[src/rtl/fabscalar_pkg.sv]
// Shared FabScalar widths and FU result packet layout (mask at the top, packet valid bit at bit 0).
package fabscalar_pkg;

    localparam int CHECKPOINTS         = 4;
    localparam int CHECKPOINTS_LOG     = 2;
    localparam int EXECUTION_FLAGS     = 4;
    localparam int SIZE_PHYSICAL_LOG   = 7;
    localparam int SIZE_ACTIVELIST_LOG = 7;
    localparam int SIZE_DATA           = 32;
    localparam int SIZE_ISSUEQ_LOG     = 5;
    localparam int SIZE_LSQ_LOG        = 5;
    localparam int SIZE_CTI_LOG        = 4;
    localparam int SIZE_PC             = 32;

    localparam int FU_OUT_PKT_W = CHECKPOINTS + EXECUTION_FLAGS + SIZE_PHYSICAL_LOG
                                + SIZE_ACTIVELIST_LOG + SIZE_DATA + SIZE_ISSUEQ_LOG
                                + SIZE_LSQ_LOG + CHECKPOINTS_LOG + SIZE_CTI_LOG + SIZE_PC + 1;

    // Field low-bit offsets, packed MSB to LSB in the order of the width sum above.
    localparam int PKT_MASK_LO   = FU_OUT_PKT_W - CHECKPOINTS;
    localparam int PKT_FLAGS_LO  = PKT_MASK_LO - EXECUTION_FLAGS;
    localparam int PKT_DEST_LO   = PKT_FLAGS_LO - SIZE_PHYSICAL_LOG;
    localparam int PKT_AL_LO     = PKT_DEST_LO - SIZE_ACTIVELIST_LOG;
    localparam int PKT_RESULT_LO = PKT_AL_LO - SIZE_DATA;
    localparam int PKT_IQ_LO     = PKT_RESULT_LO - SIZE_ISSUEQ_LOG;
    localparam int PKT_LSQ_LO    = PKT_IQ_LO - SIZE_LSQ_LOG;
    localparam int PKT_SMT_LO    = PKT_LSQ_LO - CHECKPOINTS_LOG;
    localparam int PKT_CTI_LO    = PKT_SMT_LO - SIZE_CTI_LOG;
    localparam int PKT_PC_LO     = PKT_CTI_LO - SIZE_PC;

    typedef logic [FU_OUT_PKT_W-1:0] fu_pkt_t;

    function automatic fu_pkt_t clear_mask_bit(input fu_pkt_t p, input logic en,
                                               input logic [CHECKPOINTS_LOG-1:0] idx);
        fu_pkt_t                r;
        logic [CHECKPOINTS-1:0] m;
        r = p;
        m = p[PKT_MASK_LO +: CHECKPOINTS];
        if (en) m[idx] = 1'b0;
        r[PKT_MASK_LO +: CHECKPOINTS] = m;
        return r;
    endfunction

endpackage

[src/rtl/fu1_wb_queue.sv]
// FU1 writeback queue: circular result buffer with branch-mask clear / mispredict flush; optional head bypass (FU1_WB_BYPASS_EN).
// Latency: one cycle from accepted push to outValid_o; flushed holes drain one per cycle.
// Backpressure: inReady_o = (count < DEPTH) from registered state; producer holds inputs while not ready.
module fu1_wb_queue
    import fabscalar_pkg::*;
#(
    parameter int DEPTH = 2
) (
    input  logic                         clk,
    input  logic                         reset,
    input  logic [FU_OUT_PKT_W-1:0]      inPacket_i,
    input  logic                         inValid_i,
    output logic                         inReady_o,
    input  logic                         ctrlVerified_i,
    input  logic                         ctrlMispredict_i,
    input  logic [CHECKPOINTS_LOG-1:0]   ctrlSMTid_i,
    input  logic                         wbReady_i,
    output logic [FU_OUT_PKT_W-1:0]      outPacket_o,
    output logic                         outValid_o,
    output logic                         bypassValid_o,
    output logic [SIZE_PHYSICAL_LOG-1:0] bypassTag_o,
    output logic [SIZE_DATA-1:0]         bypassData_o
);

    localparam int               PTR_W   = $clog2(DEPTH);
    localparam logic [PTR_W:0]   DEPTH_C = (PTR_W+1)'(DEPTH);

    logic [PTR_W-1:0]       head;
    logic [PTR_W-1:0]       tail;
    logic [PTR_W:0]         count;
    fu_pkt_t                pkt_q [DEPTH];
    logic [DEPTH-1:0]       vld_q;

    logic                   verify_ok;
    logic                   misp;
    fu_pkt_t                head_pkt;
    logic [CHECKPOINTS-1:0] head_mask;
    logic [CHECKPOINTS-1:0] in_mask;
    logic                   head_live;
    logic                   head_kill;
    logic                   in_kill;
    logic                   push;
    logic                   pop;
    fu_pkt_t                in_wr;

    assign verify_ok = ctrlVerified_i && !ctrlMispredict_i;
    assign misp      = ctrlVerified_i && ctrlMispredict_i;

    assign head_pkt  = pkt_q[head];
    assign head_mask = head_pkt[PKT_MASK_LO +: CHECKPOINTS];
    assign in_mask   = inPacket_i[PKT_MASK_LO +: CHECKPOINTS];

    assign head_live = (count != '0) && vld_q[head];
    assign head_kill = misp && head_mask[ctrlSMTid_i];

    assign inReady_o   = (count < DEPTH_C);
    assign outValid_o  = head_live && !head_kill;
    // Gated so the packet bus reads zero whenever the head is empty or a hole (including under reset).
    assign outPacket_o = head_live ? clear_mask_bit(head_pkt, verify_ok, ctrlSMTid_i) : '0;

    assign in_kill = misp && in_mask[ctrlSMTid_i];
    assign push    = inValid_i && inReady_o && !in_kill;
    assign pop     = (outValid_o && wbReady_i) || ((count != '0) && !vld_q[head]);
    assign in_wr   = clear_mask_bit(inPacket_i, verify_ok, ctrlSMTid_i);

    always_ff @(posedge clk or negedge reset) begin
        if (!reset) begin
            head  <= '0;
            tail  <= '0;
            count <= '0;
        end else begin
            if (push) tail <= tail + 1'b1;
            if (pop)  head <= head + 1'b1;
            count <= count + (PTR_W+1)'(push) - (PTR_W+1)'(pop);
        end
    end

    for (genvar i = 0; i < DEPTH; i++) begin : g_entry
        fu_pkt_t                pkt_r;
        logic                   vld_r;
        logic [CHECKPOINTS-1:0] mask_r;
        logic                   wr_here;
        logic                   pop_here;

        assign mask_r   = pkt_r[PKT_MASK_LO +: CHECKPOINTS];
        assign wr_here  = push && (tail == PTR_W'(i));
        assign pop_here = pop && (head == PTR_W'(i));

        always_ff @(posedge clk or negedge reset) begin
            if (!reset) begin
                vld_r <= 1'b0;
            end else if (wr_here) begin
                vld_r <= 1'b1;
            end else if (pop_here || (misp && mask_r[ctrlSMTid_i])) begin
                vld_r <= 1'b0;
            end
        end

        // Payload needs no reset: it is only observed through a live valid bit.
        always_ff @(posedge clk) begin
            if (wr_here) begin
                pkt_r <= in_wr;
            end else if (verify_ok) begin
                pkt_r <= clear_mask_bit(pkt_r, 1'b1, ctrlSMTid_i);
            end
        end

        assign pkt_q[i]  = pkt_r;
        assign vld_q[i]  = vld_r;
    end

`ifdef FU1_WB_BYPASS_EN
    assign bypassValid_o = outValid_o;
    assign bypassTag_o   = head_live ? head_pkt[PKT_DEST_LO +: SIZE_PHYSICAL_LOG] : '0;
    assign bypassData_o  = head_live ? head_pkt[PKT_RESULT_LO +: SIZE_DATA] : '0;
`else
    assign bypassValid_o = 1'b0;
    assign bypassTag_o   = '0;
    assign bypassData_o  = '0;
`endif

endmodule
[config.mk]
export PLATFORM = sky130hd
export DESIGN_NAME = fu1_wb_queue
export DESIGN_NICKNAME = d
export VERILOG_FILES = /design/src/rtl/fabscalar_pkg.sv /design/src/rtl/fu1_wb_queue.sv
export SDC_FILE = /design/constraint.sdc
export NUM_CORES = 1
export LEC_CHECK = 0
export ABC_AREA = 0
export CORE_AREA = 2 2 141 143
export DETAILED_ROUTE_END_ITERATION = 8
export DIE_AREA = 0 0 143 145
export PLACE_DENSITY = 0.9
export SYNTH_ARGS = -nofsm -noshare
export SYNTH_HDL_FRONTEND = slang
export SYNTH_SLANG_ARGS = --single-unit
[constraint.sdc]
create_clock -name clk -period 4.1 [get_ports clk]
set_input_delay 0.41 -clock clk [delete_from_list [all_inputs] [get_ports clk]]
set_output_delay 0.41 -clock clk [all_outputs]
set_load 0.02 [all_outputs]
# Word-level counts from Yosys, hierarchy flattened
# Index checks and enable logic that the tools add are counted.
# classes
addsub	4
magnitude_cmp	5
muxes	26
n_bitwise	8
reduce_logical	29
# ops
cell	n
2-to-1 mux 103 bit	8
logical AND 1 bit	17
bitwise AND 4 bit	4
2-to-1 mux 1 bit	11
nonzero test 2 bit	5
binary-select mux 1 bit (select 2 bit)	4
2-to-1 mux 4 bit	2
logical NOT 1 bit	4
inverter 4 bit	1
logical OR 1 bit	3
< comparator 2 x 3 -> 1 bit, second input constant	1
adder 1 bit, second input constant	2
adder 2 x 1 -> 2 bit	1
demux 1 bit (select 2 bit)	1
>= comparator 2 x 1 -> 1 bit, second input constant	1
>= comparator 2 bit, second input constant	1
< comparator 1 x 2 -> 1 bit, second input constant	1
< comparator 2 bit, second input constant	1
inverter 1 bit	2
inverter 1 -> 2 bit	1
subtractor 2 x 1 -> 2 bit	1
# word_totals
register_bits	212
in_bits	111
output_inout_bits	145
elab_cells	81

# Longest topological paths before layout
# Gate-level depths: netlist of the first run.
# logic_depth
depth_word	15
mapped_depth	10
ltp_nobuf	9

# Worst setup path after synthesis of the first run
# OpenSTA, ideal clock, no wires.
# synth_timing
path_type	in2reg
start	input ctrlSMTid_i[0]
end	register g_entry[1].pkt_r[0], enable pin
setup_time_ps	415
t_arrival_ps	2441
required_ps	3685
slack_ps	1244
stages	5
n_path_buf	2
cell_sequence	buf_6 mux2i_2 o221ai_4 nor2_4 buf_2
# synth_between
elab_chain_len	6
# synth_lines
element	line_no	source
from (decl)	fu1_wb_queue.sv:16	input logic [CHECKPOINTS_LOG-1:0] ctrlSMTid_i,
binary-select mux 1 bit (select 2 bit)	fu1_wb_queue.sv:61	assign in_kill = misp && in_mask[ctrlSMTid_i];
2-to-1 mux 1 bit (implied by the code)	fu1_wb_queue.sv:61	
logical AND 1 bit	fu1_wb_queue.sv:61	
logical NOT 1 bit	fu1_wb_queue.sv:62	assign push = inValid_i && inReady_o && !in_kill;
logical AND 1 bit	fu1_wb_queue.sv:62	
logical AND 1 bit	fu1_wb_queue.sv:86	assign wr_here = push && (tail == PTR_W'(i));
named net g_entry[1].wr_here	fu1_wb_queue.sv:82	logic wr_here;
to (signal assigned)	fu1_wb_queue.sv:102	pkt_r <= in_wr;
to (signal assigned)	fu1_wb_queue.sv:104	pkt_r <= clear_mask_bit(pkt_r, 1'b1, ctrlSMTid_i);
to (decl)	fu1_wb_queue.sv:79	fu_pkt_t pkt_r;
# The timed path passes the listed nets, and every way through them passes these cells. The select of a mux whose other input is x is not followed.
# A chain may end at the register's enable or synchronous reset.

# Final worst setup path of the first run
# layout_timing
start	register head
end	output outPacket_o[9]
# layout_between
elab_chain_len	5
elab_cells_between_ends	8
cone_classes	mux (6); bitwise (1); reduce/logical (1)
# layout_lines
element	line_no	source
from (decl)	fu1_wb_queue.sv:28	logic [PTR_W-1:0] head;
from (signal assigned)	fu1_wb_queue.sv:73	if (pop) head <= head + 1'b1;
inverter 1 -> 2 bit (implied by the code)	fu1_wb_queue.sv:49	assign head_pkt = pkt_q[head];
2-to-1 mux 103 bit (implied by the code) (3 in series)	fu1_wb_queue.sv:49	
2-to-1 mux 103 bit *	fu1_wb_queue.sv:59	assign outPacket_o = head_live ? clear_mask_bit(head_pkt, verify_ok, ctrlSMTid_i) : '0;
to (decl)	fu1_wb_queue.sv:18	output logic [FU_OUT_PKT_W-1:0] outPacket_o,
# Every way passes the cells marked *; elsewhere a longest branch is shown, timed or not. The select of a mux whose other input is x is not followed.

==> impl_metrics.yaml, run 1 <==
floorplanning:
  ioPinCount: 256
  core_area_um2: 19200
  die_height_um: 145
  num_rows: 51
  die_x_um: 143
  die-area_um2: 20700
  initial_core_util_pct: 53.2
layout:
  drive_gt1_share_pct: 7.93
  nets: 1093
  multi_input_area_um2: 3390
  syn_to_final_growth_pct: 28.5
  final_cell_mix: "clkdlybuf4s50_1, edfxtp_1, and2_1"
  ff_latch_area_um2: 6340
  fin_util_pct: 68.3
  layout_commonest_cell: "clkdlybuf4s50_1"
  n_fill_cell: 1323
sta:
  period_share_pct: 84.6
  rsz0062_at_grt: "false"
  holdWs_ns: 0.158
  drv_slew: 0
  timing.fmax_mhz: 288
  tns_ns: 0
  worst_slack_ns: 0.631
  worst_slew_pin_slew_ns: 0.841
  max-slew-margin-rel_pct: 43.7
  period_minus_slack_ns: 3.47
  clock_skew_ns: 0.00901
  setup_viol: 0
  finalHoldViolCount: 0
detailed_routing:
  avgRoutedWirePerCell_um: 16.3
  vias: 6286
  drt_iter0_drc: 404
  drt_wl_total_um: 20500
  vias_per_cell: 4.98
  postRouteAntennaNets: 0
  dr.pass1.iters: 4
  drcViolationCount: 0
place:
  portBuffers: 215
  globalplace.congestion: 0.752
  dpl_worst_slack_ns: 1.04
  dp_hpwl_um: 13700
status:
  status: "complete, no violations"
clock_tree:
  clk_pin_slew_ns: 0.06
  numCtsBuffers: 23
  worstSkewPairLatency_ns: 0.49
  htree_levels: 1
  cts_hold_buf: 0
  cts_resized: 0
  cts_tree: "yes"
  clock-root-buffer: "clkbuf_16"
  cts.sinks: 212
  post-cts-setup-buffers: 0
  clk_path_buf_depth: 3
critical_path:
  r2r_start: "head"
  r2r_setup_slack_ns: 1.22
  endpoint: "outPacket_o[9]"
  path_class: "reg -> out"
  end_kind: "primary output"
  cp.required_ns: 3.69
  critPathMaxFanout: 44
  startpoint: "head"
  reg2reg_depth: 10
  start_kind: "register"
  reg2reg_to: "count[1]"
  worstPathArrival_ns: 3.06
power:
  power_mw: 8.57
  powerDensity_nw_per_um2: 653
  power_leakage_nw: 5.05
  peakVddDrop_mv: 0.376
logic_synthesis:
  synth.cell_area_um2: 10200
  synthCells: 779
  synthXorXnorAreaFrac_pct: 0.257
  yosysSeqAreaShare_pct: 62.0
  synth_mux_area_share_pct: 11.8
  synth_top_family_by_area: "simple AND/OR/NAND/NOR gates"
  ys_types: 32
  ys_ff_latch: 212
  yosys.area_share.adder_pct: 0.245
  synthSimpleGateAreaFrac_pct: 18.1
  yosysWarnings: 0
  syn_area_per_cell_um2: 13.1
  synth_compound_area_share_pct: 1.24
min_path:
  hp-class: "in -> async"
grt:
  grt_max_degree: 126
  grt_pass1_vias: 6313
  grt-ovfl-total: 0
  grtUsageTotal_pct: 19.5
  antenna_found_initial: 1
  grt_pass1_wl_um: 32200
run:
  maxCapViolCount: 0
critical path, cell delays in order (launching register included):
cell             delay [ns]
dfrtp_4                0.42
buf_4                  0.40
buf_4                  0.72
mux2i_1                0.23
nor2_1                 0.14
clkdlybuf4s50_1        0.62
stage by stage:
| step | cell area (um2) | std cells |
|---|---|---|
| global placement | 12300 | 1220 |
| detailed placement | 12300 | 1220 |
| global route | 13100 | 1262 |
| floorplan | 10400 | 818 |
| finish | 13100 | 1262 |
| CTS | 13100 | 1261 |
cell type report:
class / count / area share [%]
multi-input combinational: 513 / 25.8
antenna: 1 / 0.0191
sequential: 212 / 48.3
timing repair buffer: 225 / 17.3
inverter: 5 / 0.143
tap: 265 / 2.53
clock inverter: 11 / 1.00
clock buffer: 30 / 4.89
cell usage after synthesis (all sizes together):
cell | instances | share of area [%]
a21oi | 2 | 0.098
a31o | 2 | 0.17
and2 | 198 | 13
buf | 73 | 5.6
clkbuf | 15 | 0.55
conb | 1 | 0.037
dfrtp | 6 | 1.5
edfxtp | 206 | 61
ha | 2 | 0.24
inv | 5 | 0.18
mux2i | 113 | 11
mux4 | 3 | 0.66
nand2 | 9 | 0.33
nand2b | 4 | 0.24
nand3 | 3 | 0.15
nand3b | 2 | 0.15
nor2 | 109 | 4.2
nor2b | 1 | 0.061
nor3 | 7 | 0.34
o21ai | 13 | 0.64
o21bai | 1 | 0.074
o221ai | 1 | 0.26
xnor2 | 3 | 0.26
logic make-up after synthesis:
group	Yosys count
and+or+nand+nor	333
DFF	212
muxes	116
buffers and inverters	93
AOI/OAI and AO/OA	19
xor gates and xnor gates	3
adders and majority gates	2
other	1
routing by layer:
layer | global-route usage, % | vias to the layer above | share of wire [%]
met1 | 23.0 | 2971 | 39
met2 | 34.5 | 231 | 52
met3 | 4.39 | 51 | 6.6
met4 | 6.98 | 0 | 3.1
met5 | 0 | - | 0
li1 | - | 3033 | -
sequential cells by signal (all words and copies together), names as in the netlist:
signal / count
g_entry.vld_r: 2
count: 2
tail: 1
head: 1
g_entry.pkt_r: 206
how the worst min path moves through the flow:
stage / start / end / slack (ns) / cells past startpoint
global placement: g_entry[0].vld_r / g_entry[0].vld_r / 0.52 / 1
CTS: reset / head / 0.16 / 1
floorplan: reset / count[0] / 0.11 / 0
finish: reset / head / 0.16 / 1
detailed placement: g_entry[0].vld_r / g_entry[0].vld_r / 0.53 / 1
global route: reset / count[1] / 0.18 / 1
report_power, final:
part	internal, mW	switching, mW
sequential	2.89	0.129
clock	1.29	0.799
combinational	1.50	1.96
(Power assumes the default switching activity.)
==> inputs of run 2 (changes only) <==
- CORE_AREA: 2 2 141 143 -> 2 2 146 148
- DIE_AREA: 0 0 143 145 -> 0 0 148 150
- PLACE_DENSITY: 0.9 -> 0.85
- clock period: 4.1 -> 3.23 ns (I/O delays scaled with it)
==> impl_metrics.yaml, run 2 (synthesis results as in run 1) <==
detailed_routing:
  drt_iter0_drc: 289
  postRouteAntennaNets: 0
  vias_per_cell: 4.88
  drt_wl_total_um: 20000
  drcViolationCount: 0
  vias: 6222
  dr.pass1.iters: 4
  avgRoutedWirePerCell_um: 15.7
grt:
  grtUsageTotal_pct: 17.5
  grt-ovfl-total: 0
  grt_max_degree: 110
  antenna_found_initial: 0
  grt_pass1_vias: 6240
  grt_pass1_wl_um: 30900
sta:
  finalHoldViolCount: 0
  max-slew-margin-rel_pct: 48.6
  tns_ns: 0
  period_share_pct: 94.2
  clock_skew_ns: 0.0109
  rsz0062_at_grt: "false"
  drv_slew: 0
  period_minus_slack_ns: 3.04
  timing.fmax_mhz: 329
  worst_slew_pin_slew_ns: 0.762
  setup_viol: 0
power:
  power_leakage_nw: 5.01
  peakVddDrop_mv: 0.532
  powerDensity_nw_per_um2: 813
floorplanning:
  die_x_um: 148
  die_height_um: 150
  die-area_um2: 22200
  core_area_um2: 20700
  initial_core_util_pct: 49.4
  num_rows: 53
  ioPinCount: 256
clock_tree:
  clock-root-buffer: "clkbuf_16"
  htree_levels: 1
  cts_hold_buf: 0
  numCtsBuffers: 23
  clk_pin_slew_ns: 0.06
  cts_tree: "yes"
  post-cts-setup-buffers: 0
  worstSkewPairLatency_ns: 0.50
  clk_path_buf_depth: 3
  cts.sinks: 212
critical_path:
  worstPathCellList: "buf_6 -> mux2i_1 -> mux4_2 -> nor2_1 -> nor2_1 -> clkdlybuf4s50_1"
  cp.required_ns: 2.91
  crit_path_max_incr_delay_ns: 0.59
  path_common_cell: "nor2_1"
  crit_slowest_cell: "clkdlybuf4s50_1"
  path_class: "reg -> out"
  critPathMaxFanout: 19
  worstPathArrival_ns: 2.72
  end_kind: "primary output"
  start_kind: "register"
place:
  dp_hpwl_um: 13100
  globalplace.congestion: 0.751
  portBuffers: 215
layout:
  syn_to_final_growth_pct: 28.1
  largest_register_ffs: 206
  n_antenna_cell: 0
  fin_util_pct: 63.2
  n_fill_cell: 1537
  multi_input_area_um2: 3390
  layout_commonest_cell: "clkdlybuf4s50_1"
  nets: 1096
  drive_gt1_share_pct: 7.41
  top_register: "g_entry.pkt_r"
  largest_registers: "g_entry.pkt_r: 206 flops, count: 2 flops, g_entry.vld_r: 2 flops"
  ff_latch_area_um2: 6340
  final_cell_mix: "clkdlybuf4s50_1, edfxtp_1, and2_1"
status:
  status: "complete, no violations"
min_path:
  hp-class: "in -> async"
run:
  maxCapViolCount: 0
## run 2: changes by cell type in the layout (fill, tap and decap cells not counted), moves of 2 or more
cell             change
clkinv_1             +6
clkinv_2             -5
clkbuf_1             +4
clkbuf_8             -4
buf_12               +2
buf_6                +2
bufinv_16            -2
clkdlybuf4s50_1      -2
## run 2: worst max-delay path: cells and delay by family, from the launching register on
kind	cells	cell delay, ns
mux	2	0.69
buf+inv	2	0.80
simple gates	2	0.20
flops	1	0.53
## run 2: final cells by class
type	count	area share, %
clock inverters	11	0.583
repair buffers	228	17.7
clock buffers	30	4.60
inverters	5	0.143
multi-input cells	513	25.9
well taps	275	2.63
flip-flops and latches	212	48.5
## run 2: metal layers
layer / track usage [%] / vias to the layer above / share of wire [%]
met3: 5.00 / 34 / 8.4
met5: 0 / - / 0
li1: - / 3019 / -
met1: 20.9 / 2947 / 39
met2: 30.3 / 222 / 50
met4: 6.24 / 0 / 2.6
## run 2: repair_timing
action	4_1_cts	5_1_grt
endpoints found under the setup margin	0	64
gates resized for setup	0	3
endpoints found under the hold margin	0	0
## run 2: path summary, 6_finish.rpt
check,startpoint,end,slack [ns],cells after the start
min in group clk,inPacket_i[7],g_entry[1].pkt_r[7],0.50,2
max in group asynchronous,reset,head,2.93,1
setup / recovery,head,outValid_o,0.19,6
setup reg to reg,head,count[1],0.64,10
hold reg to reg,g_entry[0].vld_r,g_entry[0].vld_r,0.54,1
hold / removal,reset,count[0],0.07,1
## run 2: power by group
group | total, mW | switching, mW | internal, mW
clock network | 2.37 | 0.985 | 1.39
logic | 4.42 | 2.47 | 1.95
registers | 3.85 | 0.176 | 3.67
## run 2: stage by stage
step / instance area [um2] / hold WS (ns) / power, mW / instances / setup WS [ns]
CTS: 13100 / 0.0590 / 10.8 / 1274 / 0.0516
detailed placement: 12400 / 0.534 / 8.35 / 1233 / 0.437
global placement: 12400 / 0.522 / 8.25 / 1233 / 0.558
finish: 13100 / 0.0659 / 10.6 / 1274 / 0.188
global route: 13100 / 0.0746 / 11.2 / 1274 / 0.0365
floorplan: 10400 / 0.0274 / 6.72 / 818 / 0.461
==> inputs of run 3 (changes only) <==
- CORE_AREA: 2 2 146 148 -> 3 3 147 149
- DIE_AREA: 0 0 148 150 -> 0 0 150 152
==> impl_metrics.yaml, run 3 (synthesis results as in run 1) <==
power:
  power_mw: 10.6
  power_frac_comb_pct: 41.4
  sw_frac_of_total_pct: 34.1
  p_sw_mw: 3.62
  power_leakage_nw: 5.02
  powerDensity_nw_per_um2: 812
  power_frac_clock_pct: 22.3
  pwr-share-seq_pct: 36.3
  peakVddDrop_mv: 0.506
  power.internal_mw: 6.99
sta:
  max-slew-margin-rel_pct: 39.7
  period_minus_slack_ns: 3.04
  tns_ns: 0
  timing.fmax_mhz: 329
  finalHoldViolCount: 0
  worst_slew_pin_slew_ns: 0.904
  holdWs_ns: 0.0782
  rsz0062_at_grt: "false"
  clock_skew_ns: 0.00903
  drv_slew: 0
  period_share_pct: 94.0
  worst_slack_ns: 0.194
  setup_viol: 0
critical_path:
  end_kind: "primary output"
  critical_path.top_delay_family: "buffers and inverters"
  start_kind: "register"
  crit_slowest_cell: "buf_4"
  cp.required_ns: 2.91
  path_class: "reg -> out"
  startpoint: "head"
  worstPathCellList: "buf_4 -> mux2i_1 -> nor2_1 -> clkdlybuf4s50_1"
  crit_path_max_incr_delay_ns: 0.67
  r2r_start: "head"
  critPathBufInv: 2
  critPathMaxFanout: 50
  worstPathArrival_ns: 2.71
place:
  dp_hpwl_um: 13300
  dpl_worst_slack_ns: 0.575
  portBuffers: 215
  globalplace.congestion: 0.776
clock_tree:
  clk_path_buf_depth: 3
  htree_levels: 1
  cts.sinks: 212
  post-cts-setup-buffers: 0
  numCtsBuffers: 22
  clock-root-buffer: "clkbuf_16"
  cts_resized: 0
  worstSkewPairLatency_ns: 0.49
  cts_tree: "yes"
  clk_pin_slew_ns: 0.06
  cts_hold_buf: 0
layout:
  nets: 1094
  final_cell_mix: "clkdlybuf4s50_1, edfxtp_1, and2_1"
  layout_commonest_cell: "clkdlybuf4s50_1"
  n_fill_cell: 1515
  largest_registers: "g_entry.pkt_r: 206 flops, count: 2 flops, g_entry.vld_r: 2 flops"
  syn_to_final_growth_pct: 27.9
  drive_gt1_share_pct: 7.62
  top_register: "g_entry.pkt_r"
  largest_register_ffs: 206
floorplanning:
  die_x_um: 150
  ioPinCount: 256
  num_rows: 52
  core_area_um2: 20300
  die-area_um2: 22800
  initial_core_util_pct: 50.3
  die_height_um: 152
detailed_routing:
  avgRoutedWirePerCell_um: 15.6
  vias: 6239
  drt_wl_total_um: 19800
  drcViolationCount: 0
  postRouteAntennaNets: 0
  vias_per_cell: 4.92
  dr.pass1.iters: 4
  drt_iter0_drc: 388
min_path:
  hp-class: "in -> async"
grt:
  antenna_found_initial: 1
  grt_max_degree: 109
  grt-ovfl-total: 0
  grt_pass1_vias: 6324
  grtUsageTotal_pct: 17.3
  grt_pass1_wl_um: 31900
run:
  maxCapViolCount: 0
status:
  status: "complete, no violations"
[run 3: cell types whose count changed in the layout (fill, tap and decap cells not counted), sizes merged]
cell	change
clkinv	+1
buf	-1
clkinvlp	-2
diode	+1
[run 3: metrics by stage]
| stage | instances | instance area [um2] | utilization [%] |
|---|---|---|---|
| 2_1_floorplan | 818 | 10400 | - |
| 3_3_place_gp | 1227 | 12400 | 61.0 |
| 3_5_place_dp | 1227 | 12400 | 61.0 |
| 4_1_cts | 1267 | 13100 | 64.3 |
| 5_1_grt | 1268 | 13100 | 64.3 |
| 6_report | 1268 | 13100 | 64.3 |
[run 3: area by class of cell]
class | count | area (um2) | area share [%]
inverter | 5 | 18.8 | 0.144
tap | 270 | 338 | 2.59
clock inverter | 10 | 71.3 | 0.546
timing repair buffer | 227 | 2300 | 17.6
antenna | 1 | 2.50 | 0.0192
sequential | 212 | 6340 | 48.5
clock buffer | 30 | 602 | 4.61
multi-input combinational | 513 | 3390 | 26.0
[run 3: worst paths after layout]
kind | slack (ns) | cells past startpoint | end
worst max-delay path | 0.19 | 4 | outPacket_o[21]
worst min-delay path | 0.08 | 1 | count[0]
worst max register to register | 0.81 | 9 | count[1]
worst min register to register | 0.56 | 1 | g_entry[1].vld_r
max in group asynchronous | 2.90 | 1 | head
min in group clk | 0.51 | 2 | g_entry[1].pkt_r[80]
[run 3: power groups by stage]
| stage | sequential [mW] | clock (mW) | combinational [mW] |
|---|---|---|---|
| 4_1_cts | 3.85 | 2.43 | 4.46 |
| 6_report | 3.85 | 2.37 | 4.39 |
| 3_3_place_gp | 3.88 | 0 | 4.36 |
| 5_1_grt | 3.90 | 2.53 | 4.76 |
| 2_1_floorplan | 3.84 | 0 | 2.88 |
| 3_5_place_dp | 3.90 | 0 | 4.44 |
[run 3: layer usage]
layer	wire, um	GRT usage [%]	share of wire, %	vias up
li1	-	-	-	3023
met1	7700	20.6	39	2953
met2	10100	30.8	51	229
met3	1490	4.53	7.6	34
met4	420	5.05	2.1	0
met5	0	0	0	-
